## src/rtl/stream_rr_arbiter.sv

```systemverilog
// stream_rr_arbiter: round-robin N-to-1 stream arbiter feeding a
// one-entry registered output buffer (1-cycle latency, full throughput).
module stream_rr_arbiter #(
   parameter int p_num_reqs = 4,
   parameter int p_msg_bits = 32
) (
   input  logic                                  clk,
   input  logic                                  rst,
   input  logic [p_num_reqs-1:0][p_msg_bits-1:0] req_msg,
   input  logic [p_num_reqs-1:0]                 req_val,
   output logic [p_num_reqs-1:0]                 req_rdy,
   output logic [p_msg_bits-1:0]                 out_msg,
   output logic [$clog2(p_num_reqs)-1:0]         out_id,
   output logic                                  out_val,
   input  logic                                  out_rdy
);

   localparam int IW = $clog2(p_num_reqs);
   localparam logic [IW-1:0] LAST = IW'(p_num_reqs - 1);

   logic                  full_q, full_d;
   logic [p_msg_bits-1:0] msg_q, msg_d;
   logic [IW-1:0]         id_q, id_d;
   logic [IW-1:0]         ptr_q, ptr_d;

   logic          accept;
   logic          gnt_found;
   logic [IW-1:0] gnt_idx;

   // Buffer can take a new message when empty or draining this cycle.
   assign accept = rst & (~full_q | out_rdy);

   // Walk from the highest offset down so the closest match to ptr wins.
   always_comb begin
      int j;
      j         = 0;
      gnt_found = 1'b0;
      gnt_idx   = '0;
      for (int k = p_num_reqs - 1; k >= 0; k--) begin
         j = int'(ptr_q) + k;
         if (j >= p_num_reqs) j = j - p_num_reqs;
         if (req_val[j]) begin
            gnt_found = 1'b1;
            gnt_idx   = IW'(j);
         end
      end
   end

   always_comb begin
      req_rdy = '0;
      if (accept && gnt_found) req_rdy[gnt_idx] = 1'b1;
   end

   always_comb begin
      full_d = full_q;
      msg_d  = msg_q;
      id_d   = id_q;
      ptr_d  = ptr_q;
      if (full_q && out_rdy) full_d = 1'b0;
      if (accept && gnt_found) begin
         full_d = 1'b1;
         msg_d  = req_msg[gnt_idx];
         id_d   = gnt_idx;
         ptr_d  = (gnt_idx == LAST) ? '0 : IW'(gnt_idx + 1'b1);
      end
   end

   always_ff @(posedge clk) begin
      if (!rst) begin
         full_q <= 1'b0;
         msg_q  <= '0;
         id_q   <= '0;
         ptr_q  <= '0;
      end else begin
         full_q <= full_d;
         msg_q  <= msg_d;
         id_q   <= id_d;
         ptr_q  <= ptr_d;
      end
   end

   assign out_val = full_q & rst;
   assign out_msg = msg_q;
   assign out_id  = id_q;

endmodule

```

## config.mk

```make
export PLATFORM = sky130hd
export DESIGN_NAME = stream_rr_arbiter
export DESIGN_NICKNAME = d
export VERILOG_FILES = /design/src/rtl/stream_rr_arbiter.sv
export SDC_FILE = /design/constraint.sdc
export NUM_CORES = 1
export LEC_CHECK = 0
export ABC_CLOCK_PERIOD_IN_PS = 1800
export CORE_ASPECT_RATIO = 1.4
export CORE_MARGIN = 1.5
export CORE_UTILIZATION = 30
export CTS_CLUSTER_SIZE = 16
export DETAILED_ROUTE_END_ITERATION = 12
export GPL_TIMING_DRIVEN = 0
export HOLD_SLACK_MARGIN = 0.05
export PLACE_DENSITY = 0.89
export SKIP_CTS_REPAIR_TIMING = 1
export SYNTH_ARGS = -nofsm -noshare
export SYNTH_HDL_FRONTEND = slang
export SYNTH_SLANG_ARGS = --single-unit
```

## constraint.sdc

```tcl
create_clock -name clk -period 1.8 [get_ports clk]
set_clock_uncertainty 0.15 [all_clocks]
set_input_delay 0.27 -clock clk [delete_from_list [all_inputs] [get_ports clk]]
set_output_delay 0.27 -clock clk [all_outputs]
set_load 0.01 [all_outputs]
```

==> flow_metrics.env <==
export IMPL_power_frac_comb_pct=46.1
export IMPL_final_cell_area_um2=4335
export IMPL_synthAdderAreaFrac_pct=0
export IMPL_antenna_found_initial=0
export IMPL_die_y_um=102.6
export IMPL_worst_path_most_repeated_cell="buf_6"
export IMPL_stdcell_count=512
export IMPL_drive_above_1_share_pct=16.31
export IMPL_yosys_cell_count_top_type="mux2i_1"
export IMPL_area_growth_pct=103.9
export IMPL_synth_top_family_by_area="multiplexers"
export IMPL_synth_ff_type="dfxtp_1"
export IMPL_syn_avg_cell_area_um2=9.619
export IMPL_place_hpwl_um=6180
export IMPL_power_density_nw_per_um2=715.7
export IMPL_p_int_w=0.002160
export IMPL_pwr_share_clk_pct=20.9
export IMPL_synth_compound_area_share_pct=17.07
export IMPL_cts_buffer_depth=2
export IMPL_async_flop_share_pct=0
export IMPL_drv_slew=0
export IMPL_yosys_warnings=0
export IMPL_start_util_pct=30.85
export IMPL_synth_simple_area_share_pct=10.12
export IMPL_first_iter_violations=33
export IMPL_seq_power_share_pct=33.0
export IMPL_violations="negative setup slack"
export IMPL_fin_crit_sh_pct=125.4
export IMPL_synth_edf_count=0
export IMPL_place_inst=488
export IMPL_syn_instance_count=221
export IMPL_grt_pass1_wl_um=11050
export IMPL_synth_mux_area_share_pct=31.08
export IMPL_ys_seq_area_share_pct=34.84
export IMPL_rsz0062_at_grt="yes"
export IMPL_core_um2=6892
export IMPL_period_needed_ps=2257
export IMPL_synth_area_leader_cell="dfxtp_1"
export IMPL_ir_worst_vdd_mv=0.4603
export IMPL_cts_buffers=5
export IMPL_status="finished with violations"
export IMPL_ios=174
export IMPL_grt_use_total_pct=19.02
export IMPL_portBuffers=172
export IMPL_synth_xor_area_share_pct=0.4120
export IMPL_dieArea_um2=7607
export IMPL_slowest_delay_ps=340
export IMPL_rows=36
export IMPL_worstSkewPairLatency_ps=280
export IMPL_critPathCaptureType="output pin"
export IMPL_cts_num_sinks=37
export IMPL_cp_required_ps=1380
export IMPL_cts_root_buf="clkbuf_8"
export IMPL_gp_congestion=0.7735
export IMPL_syn_area_um2=2126
export IMPL_path_class="flop to output pin"
export IMPL_drc=0
export IMPL_drt_wl_total_um=8085
export IMPL_max_freq_mhz=443.0
export IMPL_power_total_w=0.003103
export IMPL_hold_class="input port to flop"
export IMPL_timing_critical_path_buf_inv=3
export IMPL_dieWidth_um=74.15
export IMPL_cp_slowest_cell="dfxtp_4"
export IMPL_ant_nets=0
export IMPL_routed_via_density=4.848
export IMPL_antenna_cells=0
export IMPL_routedWlPerCell_um=15.79
export IMPL_worst_path_max_fanout=4
export IMPL_netlist_top_cells_count="mux2i_1 (66), dfxtp_1 (37), nand2_1 (32), o221ai_1 (32), nor2_1 (9)"
export IMPL_leakage_nw=1.875
export IMPL_clkTransAtPathRegs_ps=70
export IMPL_final_net_count=551
export IMPL_cp_top_family="simple AND/OR/NAND/NOR gates"
export IMPL_slew_limit_headroom_pct=67.26
export IMPL_drt_first_pass_iters=4
export IMPL_p_switching_w=0.0009431
export IMPL_netlist_top_cells_area="dfxtp_1 (35%), mux2i_1 (31%), o221ai_1 (13%)"
export IMPL_grt_max_degree=12
export IMPL_overflow=0
export IMPL_whs_ps=238.1
export IMPL_h_tree_depth=2
export IMPL_synth_top_cell_area_share_pct=34.84
export IMPL_crit_arrival_ps=1840
export IMPL_num_vias=2482
export IMPL_place_area_um2=3978
export IMPL_setup_viol=35
export IMPL_tightest_slew_ps=490.3
export IMPL_grt_pass1_vias=2405
export IMPL_worst_slack_ps=-457.2
export IMPL_crit_chain="nand2b_4 -> nor2b_4 -> o22a_2 -> buf_6 -> nand3b_1 -> buf_6 -> nor2_2 -> buf_2"
export IMPL_p_sw_share_pct=30.39
export IMPL_hold_violations=0
export IMPL_syn_nets=356
export IMPL_ys_ff_latch=37
export IMPL_synth_distinct_cells=24
export IMPL_start_kind="flop"
export IMPL_cts_tree="built"
export IMPL_cap_violations=0
power groups by stage:
| stage | Clock (W) | Combinational (W) | Sequential (W) |
|---|---|---|---|
| 6_report | 0.000648 | 0.00143 | 0.00102 |
| 5_1_grt | 0.000702 | 0.00152 | 0.00104 |
| 4_1_cts | 0.000671 | 0.00132 | 0.00103 |
| 3_5_place_dp | 0 | 0.00132 | 0.00104 |
| 3_3_place_gp | 0 | 0.00129 | 0.00104 |
| 2_1_floorplan | 0 | 0.000582 | 0.00109 |
per-layer routing:
metal	vias to the layer above	track usage (%)	share of wire (%)
li1	1223	-	-
met3	11	4.594	7.0
met1	1130	19.12	36
met2	118	37.09	55
met4	0	6.268	1.7
met5	-	0	0
stage by stage:
stage | utilization, % | setup TNS [ps] | setup slack (ps)
2_1_floorplan | - | 0 | 7.865
3_3_place_gp | 57.72 | -25780 | -1158
3_5_place_dp | 57.72 | -27260 | -1198
4_1_cts | 59.19 | -16810 | -1202
5_1_grt | 62.91 | -8620 | -537.1
6_report | 62.91 | -6123 | -457.2
path summary, 6_finish.rpt:
kind	cells past startpoint	slack [ps]	to	startpoint
max reg2reg	7	-190	out_msg[7]	ptr_q[0]
min	3	240	full_q	req_val[2]
max	8	-460	req_rdy[1]	ptr_q[0]
min reg2reg	2	320	out_msg[14]	out_msg[14]
cells in the final DEF, fill, tap and decap left out, types with 3 or more instances in the layout:
master,n
nor2_1,6
buf_2,7
buf_6,9
o221ai_2,7
clkdlybuf4s50_1,164
o221ai_1,25
a21oi_1,3
dfxtp_1,35
nor2_2,3
buf_4,17
mux2i_1,64
clkbuf_8,7
dlymetal6s2s_1,4
inv_1,4
clkbuf_2,3
nand2_1,32
registers in the layout, indices dropped and copies added (netlist names):
name / cells
ptr_q: 2
out_id: 2
full_q: 1
out_msg: 32
cell families after synthesis:
group | after synthesis
XOR/XNOR | 1
multiplexers | 66
flip-flops | 37
AND/OR/NAND/NOR | 51
buffers and inverters | 22
AO/OA/AOI/OAI | 44
cell type report:
class                      count  area (µm²)
clock buffer                   7       96.34
fill                         589        2556
tap                           95       118.9
inverter                       4       15.01
sequential                    37       748.2
timing repair buffer         188        1839
clock inverter                 1       5.005
multi-input combinational    162        1363
buffer                        18       150.1
worst register-to-register path, stage by stage (launching register included):
cell,delay [ps]
dfxtp_4,340
nand2b_4,130
a21oi_1,250
a211o_1,190
buf_6,190
buf_6,210
mux2i_2,260
o221ai_1,140
Power figures use the tool's default switching activity.
